$ cat config.mk
export PLATFORM = sky130hd
export DESIGN_NAME = vga_timing_gen_flat
export DESIGN_NICKNAME = d
export VERILOG_FILES = /design/src/rtl/vga_pkg.sv /design/src/rtl/vga_if.sv /design/src/rtl/timing_counter.sv /design/src/rtl/vga_timing_gen.sv /design/src/flat_wrapper.sv
export SDC_FILE = /design/constraint.sdc
export NUM_CORES = 1
export LEC_CHECK = 0
export ABC_CLOCK_PERIOD_IN_PS = 2500
export CAP_MARGIN = 20
export CORE_MARGIN = 1.5
export CORE_UTILIZATION = 45
export CTS_CLUSTER_DIAMETER = 50
export DETAILED_ROUTE_END_ITERATION = 8
export DONT_BUFFER_PORTS = 1
export GPL_TIMING_DRIVEN = 0
export PLACE_DENSITY = 0.59
export SYNTH_ARGS = -nofsm -noshare
export SYNTH_HDL_FRONTEND = slang
export SYNTH_HIERARCHICAL = 1
export SYNTH_SLANG_ARGS = --single-unit
$ cat constraint.sdc
create_clock -name clk -period 2.5 [get_ports clk]
set_input_delay 0.625 -clock clk [delete_from_list [all_inputs] [get_ports clk]]
set_output_delay 0.625 -clock clk [all_outputs]
set_load 0.03 [all_outputs]
$ cat src/rtl/vga_pkg.sv
// Shared VGA chain types and default 640x480@60 timing.
package vga_pkg;
  localparam int PXL_X_W = 10;
  localparam int PXL_Y_W = 10;

  localparam int WIDTH_DEF  = 640;
  localparam int HEIGHT_DEF = 480;
  localparam int H_FP_DEF   = 16;
  localparam int H_SYNC_DEF = 96;
  localparam int H_BP_DEF   = 48;
  localparam int V_FP_DEF   = 10;
  localparam int V_SYNC_DEF = 2;
  localparam int V_BP_DEF   = 33;

  typedef struct packed {
    logic [PXL_X_W-1:0] pxl_x;
    logic [PXL_Y_W-1:0] pxl_y;
    logic [3:0]         red;
    logic [3:0]         green;
    logic [3:0]         blue;
    logic               hsync;
    logic               vsync;
    logic               active;
  } vga_t;
endpackage

$ cat src/rtl/vga_if.sv
// Pixel chain interface passed from stage to stage.
interface vga;
  import vga_pkg::*;
  vga_t data;
  modport out (output data);
  modport in  (input  data);
endinterface

$ cat src/rtl/timing_counter.sv
// Generic wrap counter; nxt is the value the counter holds after this edge.
module timing_counter #(
  parameter int MAX     = 799,
  parameter int RST_VAL = 799,
  parameter int W       = $clog2(MAX + 1)
) (
  input  logic         clk,
  input  logic         rst,
  input  logic         en,
  output logic [W-1:0] nxt,
  output logic         tc
);
  logic [W-1:0] cnt;

  assign tc = (cnt == W'(MAX));

  always_comb begin
    nxt = cnt;
    if (en) nxt = tc ? '0 : cnt + 1'b1;
  end

  always_ff @(posedge clk or posedge rst)
    if (rst) cnt <= W'(RST_VAL);
    else     cnt <= nxt;
endmodule

$ cat src/rtl/vga_timing_gen.sv
// Raster counters, sync and blanking at the head of the VGA chain.
module vga_timing_gen
  import vga_pkg::*;
#(
  parameter int WIDTH   = WIDTH_DEF,
  parameter int HEIGHT  = HEIGHT_DEF,
  parameter int H_FP    = H_FP_DEF,
  parameter int H_SYNC  = H_SYNC_DEF,
  parameter int H_BP    = H_BP_DEF,
  parameter int V_FP    = V_FP_DEF,
  parameter int V_SYNC  = V_SYNC_DEF,
  parameter int V_BP    = V_BP_DEF,
  parameter int FRAME_W = 16
) (
  input  logic               clk,
  input  logic               reset,
  input  logic               pix_en,
  vga.out                    vga_chain_out,
  output logic               sof,
  output logic               eol,
  output logic [FRAME_W-1:0] frame_cnt
);
  localparam int H_TOTAL  = WIDTH + H_FP + H_SYNC + H_BP;
  localparam int V_TOTAL  = HEIGHT + V_FP + V_SYNC + V_BP;
  localparam int HW       = $clog2(H_TOTAL);
  localparam int VW       = $clog2(V_TOTAL);
  localparam int HS_START = WIDTH + H_FP;
  localparam int HS_END   = WIDTH + H_FP + H_SYNC;
  localparam int VS_START = HEIGHT + V_FP;
  localparam int VS_END   = HEIGHT + V_FP + V_SYNC;

  logic [HW-1:0] h_nxt;
  logic [VW-1:0] v_nxt;
  logic          h_tc, v_tc;
  vga_t          q;

  // Reset parks both counters on their last value so the first enabled edge lands on (0,0).
  timing_counter #(.MAX(H_TOTAL-1), .RST_VAL(H_TOTAL-1), .W(HW)) u_h (
    .clk(clk), .rst(reset), .en(pix_en), .nxt(h_nxt), .tc(h_tc)
  );

  timing_counter #(.MAX(V_TOTAL-1), .RST_VAL(V_TOTAL-1), .W(VW)) u_v (
    .clk(clk), .rst(reset), .en(pix_en && h_tc), .nxt(v_nxt), .tc(v_tc)
  );

  // Outputs are decoded from the post-edge counter values so they line up with the counters.
  always_ff @(posedge clk or posedge reset)
    if (reset) begin
      q         <= '0;
      q.pxl_x   <= PXL_X_W'(H_TOTAL-1);
      q.pxl_y   <= PXL_Y_W'(V_TOTAL-1);
      q.hsync   <= 1'b1;
      q.vsync   <= 1'b1;
      sof       <= 1'b0;
      eol       <= 1'b0;
      frame_cnt <= '0;
    end else if (pix_en) begin
      q.pxl_x   <= PXL_X_W'(h_nxt);
      q.pxl_y   <= PXL_Y_W'(v_nxt);
      q.red     <= '0;
      q.green   <= '0;
      q.blue    <= '0;
      q.active  <= (int'(h_nxt) < WIDTH) && (int'(v_nxt) < HEIGHT);
      q.hsync   <= !((int'(h_nxt) >= HS_START) && (int'(h_nxt) < HS_END));
      q.vsync   <= !((int'(v_nxt) >= VS_START) && (int'(v_nxt) < VS_END));
      sof       <= (h_nxt == '0) && (v_nxt == '0);
      eol       <= (h_nxt == HW'(H_TOTAL-1));
      frame_cnt <= frame_cnt + FRAME_W'(h_tc && v_tc);
    end

  assign vga_chain_out.data = q;
endmodule

$ cat src/flat_wrapper.sv
// flat-port wrapper written by rule: the top's interface ports become plain ports
module vga_timing_gen_flat import vga_pkg::*;
#(
  parameter int WIDTH   = WIDTH_DEF,
  parameter int HEIGHT  = HEIGHT_DEF,
  parameter int H_FP    = H_FP_DEF,
  parameter int H_SYNC  = H_SYNC_DEF,
  parameter int H_BP    = H_BP_DEF,
  parameter int V_FP    = V_FP_DEF,
  parameter int V_SYNC  = V_SYNC_DEF,
  parameter int V_BP    = V_BP_DEF,
  parameter int FRAME_W = 16
)
  (clk, reset, pix_en, sof, eol, frame_cnt, vga_chain_out_data);
  vga vga_chain_out_i ();
  input  logic clk;
  input  logic reset;
  input  logic pix_en;
  output logic sof;
  output logic eol;
  output logic [FRAME_W-1:0] frame_cnt;
  output wire logic [$bits(vga_chain_out_i.data)-1:0] vga_chain_out_data;
  assign vga_chain_out_data = vga_chain_out_i.data;
  vga_timing_gen #(.WIDTH(WIDTH), .HEIGHT(HEIGHT), .H_FP(H_FP), .H_SYNC(H_SYNC), .H_BP(H_BP), .V_FP(V_FP), .V_SYNC(V_SYNC), .V_BP(V_BP), .FRAME_W(FRAME_W)) u_core (.clk(clk), .reset(reset), .pix_en(pix_en), .vga_chain_out(vga_chain_out_i), .sof(sof), .eol(eol), .frame_cnt(frame_cnt));
endmodule
# Word-level counts from Yosys, hierarchy flattened
# Index checks and enable logic that the tools add are counted.
[classes]
n_eq_ne = 3
order_cmp = 6
reduce_logical = 10
addsub = 3
muxes = 4
[ops]
columns = ["cell", "n"]
rows = [
  ["$mux W10", 4],
  ["$eq A10 B10 Y1 const B", 3],
  ["$add A10 B1 Y10 const B", 2],
  ["$logic_not A10 Y1", 2],
  ["$lt A10 B10 Y1 const B", 2],
  ["$lt A10 B9 Y1 const B", 2],
  ["$add A16 B1 Y16", 1],
  ["$ge A10 B10 Y1 const B", 1],
  ["$ge A10 B9 Y1 const B", 1],
  ["$logic_and A1 B1 Y1", 6],
  ["$logic_not A1 Y1", 2],
]
[totals]
input_bits = 3
output_inout_bits = 53
ff_bits = 61
elab_cells = 36

# Depth between registers and ports, before layout
[logic_depth]
word_depth = 6
ltp_mapped = 11
depth_no_buf = 10

# Hierarchy
# The synthesis kept the hierarchy.
[by_module_without_submodules]
columns = ["mod", "seq_area_each_um2", "instances", "area_each_um2", "cells_per_inst"]
rows = [
  ["vga_timing_gen", 1041.0, 1, 1914.3, 153],
  ["timing_counter at u_core.u_h", 259.0, 1, 553.0, 53],
  ["timing_counter at u_core.u_v", 254.0, 1, 544.3, 53],
]

# Worst setup path before layout
# Ideal clock, no wire load.
[synth_path]
path_type = "flip-flop to flip-flop"
startpoint = "reg u_core.u_h.cnt[0]"
endpoint = "reg u_core.q (netlist bit u_core/vga_chain_out.data[1])"
setup_slack_ps = -71
synth_period_minus_slack_ps = 2571
required_ps = 2439
setup_time_ps = 61
path_stages_with_launch = 11
t_arrival_ps = 2511
n_path_buf = 0
path_cell_list = "dfstp_2 > ha_1 > nand4b_1 > nor4_2 > and2_1 > nand3_1 > or4_1 > a22oi_1 > nor4b_1 > nand3_1 > o22a_1"
[synth_between]
elab_chain_cells = 6
elab_cells_between_ends = 7
cone_classes = "order compare (2); eq/ne (1); mux (1); reduce/logical (3)"
[synth_lines]
columns = ["item", "line", "rtl"]
rows = [
  ["start, declared", "timing_counter.sv:13", "logic [W-1:0] cnt;"],
  ["start signal, assigned", "timing_counter.sv:23", "if (rst) cnt <= W'(RST_VAL);"],
  ["start signal, assigned", "timing_counter.sv:24", "else cnt <= nxt;"],
  ["$eq A10 B10 Y1 (*)", "timing_counter.sv:15", "assign tc = (cnt == W'(MAX));"],
  ["net u_core.h_tc", "vga_timing_gen.sv:34", "logic h_tc, v_tc;"],
  ["$logic_and A1 B1 Y1 (*)", "vga_timing_gen.sv:43", ".clk(clk), .rst(reset), .en(pix_en && h_tc), .nxt(v_nxt), .tc(v_tc)"],
  ["$mux W10 (*)", "timing_counter.sv:19", "if (en) nxt = tc ? '0 : cnt + 1'b1;"],
  ["net u_core.v_nxt[9]", "vga_timing_gen.sv:33", "logic [VW-1:0] v_nxt;"],
  ["$ge A10 B9 Y1 / $lt A10 B9 Y1 (equally long branches)", "vga_timing_gen.sv:65", "q.vsync <= !((int'(v_nxt) >= VS_START) && (int'(v_nxt) < VS_END));"],
  ["$logic_and A1 B1 Y1 (*)", "vga_timing_gen.sv:65", ""],
  ["$logic_not A1 Y1 (*)", "vga_timing_gen.sv:65", ""],
  ["end, declared", "vga_timing_gen.sv:35", "vga_t q;"],
]
# The timed path passes the listed nets; every way through them passes the cells marked *.
# A chain may end at the register's enable or synchronous reset.

# Final worst setup path
# Same ends and word-level chain as after synthesis.

==> key figures <==
Yosys
  • Unique masters post-synth: 46
  • Syn Inst Count: 259
  • Syn Std Cell Area: 3010 µm²
  • Yosys warning count: 6
  • FFs w/ async S/R, synth: 100%
  • Number of flops mapped to enable cells by yosys: 0
  • Top cells by area in the synthesized netlist: dfrtp_1, dfstp_2, mux2_2, xor2_1, buf_4
  • Synth Register Bits: 61
  • Post-synth top area share: 32.4%
  • Sequential area share after synthesis: 51.6%
  • Ys flop type: dfrtp_1
  • Syn_area_per_cell: 11.6 µm²
  • Dominant cell type by area after synthesis: dfrtp_1

Outcome
  • Failing checks: DRC, setup timing
  • Status: complete, but fails checks

CTS
  • Max Root-Sink Buffers: 2
  • Total CTS buffers: 9
  • Worst-Skew Late Latency: 0.33 ns
  • CTS tree: built
  • H-tree Lvls: 3
  • Root buffer cell: clkbuf_8
  • Hold_buf cts: 0
  • CTS sink cnt: 61
  • Reg clk slew, reported paths: 0.06 ns

Power
  • Pwr/cell area: 673 nW/µm²
  • Leakage: 1.68 nW
  • Worst vdd ir: 0.000397 V
  • Total power draw: 2.49 mW

Critical path
  • WP data arrival: 2.88 ns
  • Crit path cell chain: ha_4, nand4b_1, nor4_4, and2_4, nand3_4, or4_4, a22oi_2, nor4b_4, nand3_1, o22a_1
  • Kind of critical path: reg2reg
  • Worst-path fanout max: 4
  • Crit-path slowest cell: dfstp_2
  • Critical path's top delay family: simple AND/OR/NAND/NOR gates
  • CP bufs+invs: 0
  • CP Data Required Time: 2.77 ns
  • Crit start category: flip-flop
  • CP Capture Type: flip-flop
  • Critical Path Max Stage Delay: 0.55 ns

Floorplan
  • Core Area: 6420 µm²
  • Ports: 56
  • Die W: 84.8 µm
  • Num rows: 29
  • Starting Density: 46.9%
  • Die area: 7190 µm²
  • Die H: 84.8 µm

Route
  • Residual DRC: 6
  • 1st-iter DRT viols: 131
  • Antenna-violating nets left: 0
  • Vias per inst: 5.42
  • Routed WL per cell: 17.0 µm
  • Vias: 2081
  • DRT Wirelength: 6530 µm
  • Drt first pass iters: 6

Global routing
  • Total Routing Usage GR: 19.6%
  • Largest net degree at the start of global routing: 33
  • GRT overflow: 0
  • Initial antenna violation count: 0
  • Vias in the first global route: 2099
  • First-pass GRT wire length: 10900 µm

Finish
  • Final Util: 57.6%
  • Number of diodes: 0
  • Area growth from synthesis to layout: 22.8%
  • Fin nets: 310
  • Post-route insts no fill: 384
  • Layout cells sized above 1: 42.0%

STA
  • Least-Margin Pin Slew: 0.654 ns
  • Tcrit/Tclk final: 104%
  • FMAX: 383 MHz
  • Relative slew slack: 55.7%
  • Period minus WS final: 2.61 ns
  • Setup ws final: -0.109 ns
  • Final Hold Vio Count: 0
  • Clock Skews: 0.0127 ns
  • Final Setup Violations: 4
  • Final Slew Violations: 0
  • Unrepaired setup endpoints after global routing: true

Placement
  • Port Buf Inserts: 0
  • Dpl ws: -0.609 ns
  • Dpl cells: 348
  • DP HPWL: 4390 µm
  • Gpl congestion: 0.798

Flow run
  • Max cap viols: 0

Hold path
  • Hold/Removal Path Class: in2async
-- final timing paths --
path                                              startpoint  depth (start not counted)  slack [ns]                             to
worst max-delay path                       u_core/u_h/cnt[0]                         10       -0.11   u_core/vga_chain_out.data[1]
worst max register to register             u_core/u_h/cnt[0]                         10       -0.11   u_core/vga_chain_out.data[1]
worst min-delay path                                   reset                          1        0.11  u_core/vga_chain_out.data[15]
min in group clk                u_core/vga_chain_out.data[2]                          2        0.57   u_core/vga_chain_out.data[2]
worst min register to register  u_core/vga_chain_out.data[2]                          2        0.57   u_core/vga_chain_out.data[2]
max in group asynchronous                              reset                          2        1.89  u_core/vga_chain_out.data[29]
-- timing repair --
action / CTS / global route
setup endpoints to repair: 31 / 15
setup buffers: 13 / 7
pin swaps: 10 / 8
resized for setup: 14 / 14
-- per-stage QoR --
step	setup TNS, ns	area, µm²	hold slack (ns)
2_1_floorplan	-0.0169	3090	0.460
6_report	-0.362	3700	0.108
3_5_place_dp	-6.62	3210	0.453
3_3_place_gp	-6.43	3190	0.509
4_1_cts	-0.264	3570	0.0955
5_1_grt	-0.956	3700	0.111
-- area by class of cell --
class	count	area, µm²
Fill cell	560	2730
Timing Repair Buffer	21	170
Clock inverter	1	5.00
Inverter	12	45.0
Buffer	18	128
Clock buffer	15	186
Tap cell	77	96.3
Sequential cell	61	1550
Multi-Input combinational cell	179	1510
-- registers in the layout, summed over array words and instances (netlist names) --
register,count
u_core/sof,1
u_core/u_v/cnt,10
u_core/u_h/cnt,10
u_core/frame_cnt,16
u_core/eol,1
u_core/vga_chain_out.data,23
-- placed cells by master, fill, tap and decap left out, types with 2 or more instances in the layout --
master     n
ha_1       2
buf_2      3
nor4_4     4
mux2_4     3
nand2b_1   2
nor4_2     2
clkbuf_1   3
o31ai_1    4
buf_4     33
xnor2_1    7
o22ai_1    3
and3_1     2
nor4_1     3
conb_1    12
nor3_4     2
nor2_1    10
clkbuf_8  13
ha_4       3
nand4_1   12
nand4b_1   2
mux2_2    20
nand4_4    3
dfstp_2   22
nand3_1    8
dfrtp_1   39
o21ai_0    5
nor3_2     2
xor2_1    14
nor3_1     6
nand3_4    2
nand2_1   19
inv_1     11
-- cells by family after synthesis --
logic type               Yosys count  share of synthesized area (%)
AO/OA/AOI/OAI                     25                           5.65
AND/OR/NAND/NOR                   91                           19.7
XOR/XNOR                          22                           6.40
other                              1                          0.125
adder cells (fa/ha/maj)            5                           2.08
buffers and inverters             30                           5.53
multiplexers                      24                           8.93
flip-flops                        61                           51.6
-- Yosys cell counts (2+ instances only) --
cell type / count
xor2_1: 15
nor2_1: 10
nor4_2: 5
o22ai_1: 3
nand4_4: 3
a22oi_1: 2
inv_1: 12
nand4b_1: 2
xnor2_1: 7
dfstp_2: 22
and2_1: 2
o311ai_0: 2
and3_1: 2
ha_1: 5
nand4_1: 12
nor3_1: 9
o21ai_0: 8
nor4_1: 4
nand2b_1: 2
nand2_1: 19
buf_2: 4
dfrtp_1: 39
nand3_1: 9
o31ai_1: 4
buf_4: 13
mux2_2: 23
or4_1: 2
-- routing by layer --
layer / vias up / global-route usage (%) / part of all wire (%)
li1: 1002 / - / -
met1: 1037 / 27.3 / 47
met2: 33 / 28.6 / 48
met3: 9 / 6.59 / 4.3
met4: 0 / 7.00 / 1.1
met5: - / 0 / 0
-- power by group --
| group | internal (mW) | switching (mW) | leakage [nW] |
|---|---|---|---|
| clock network | 0.468 | 0.351 | 0.0997 |
| registers | 1.12 | 0.196 | 0.738 |
| logic | 0.149 | 0.202 | 0.840 |
No activity file was read; power rests on OpenSTA's default activity.
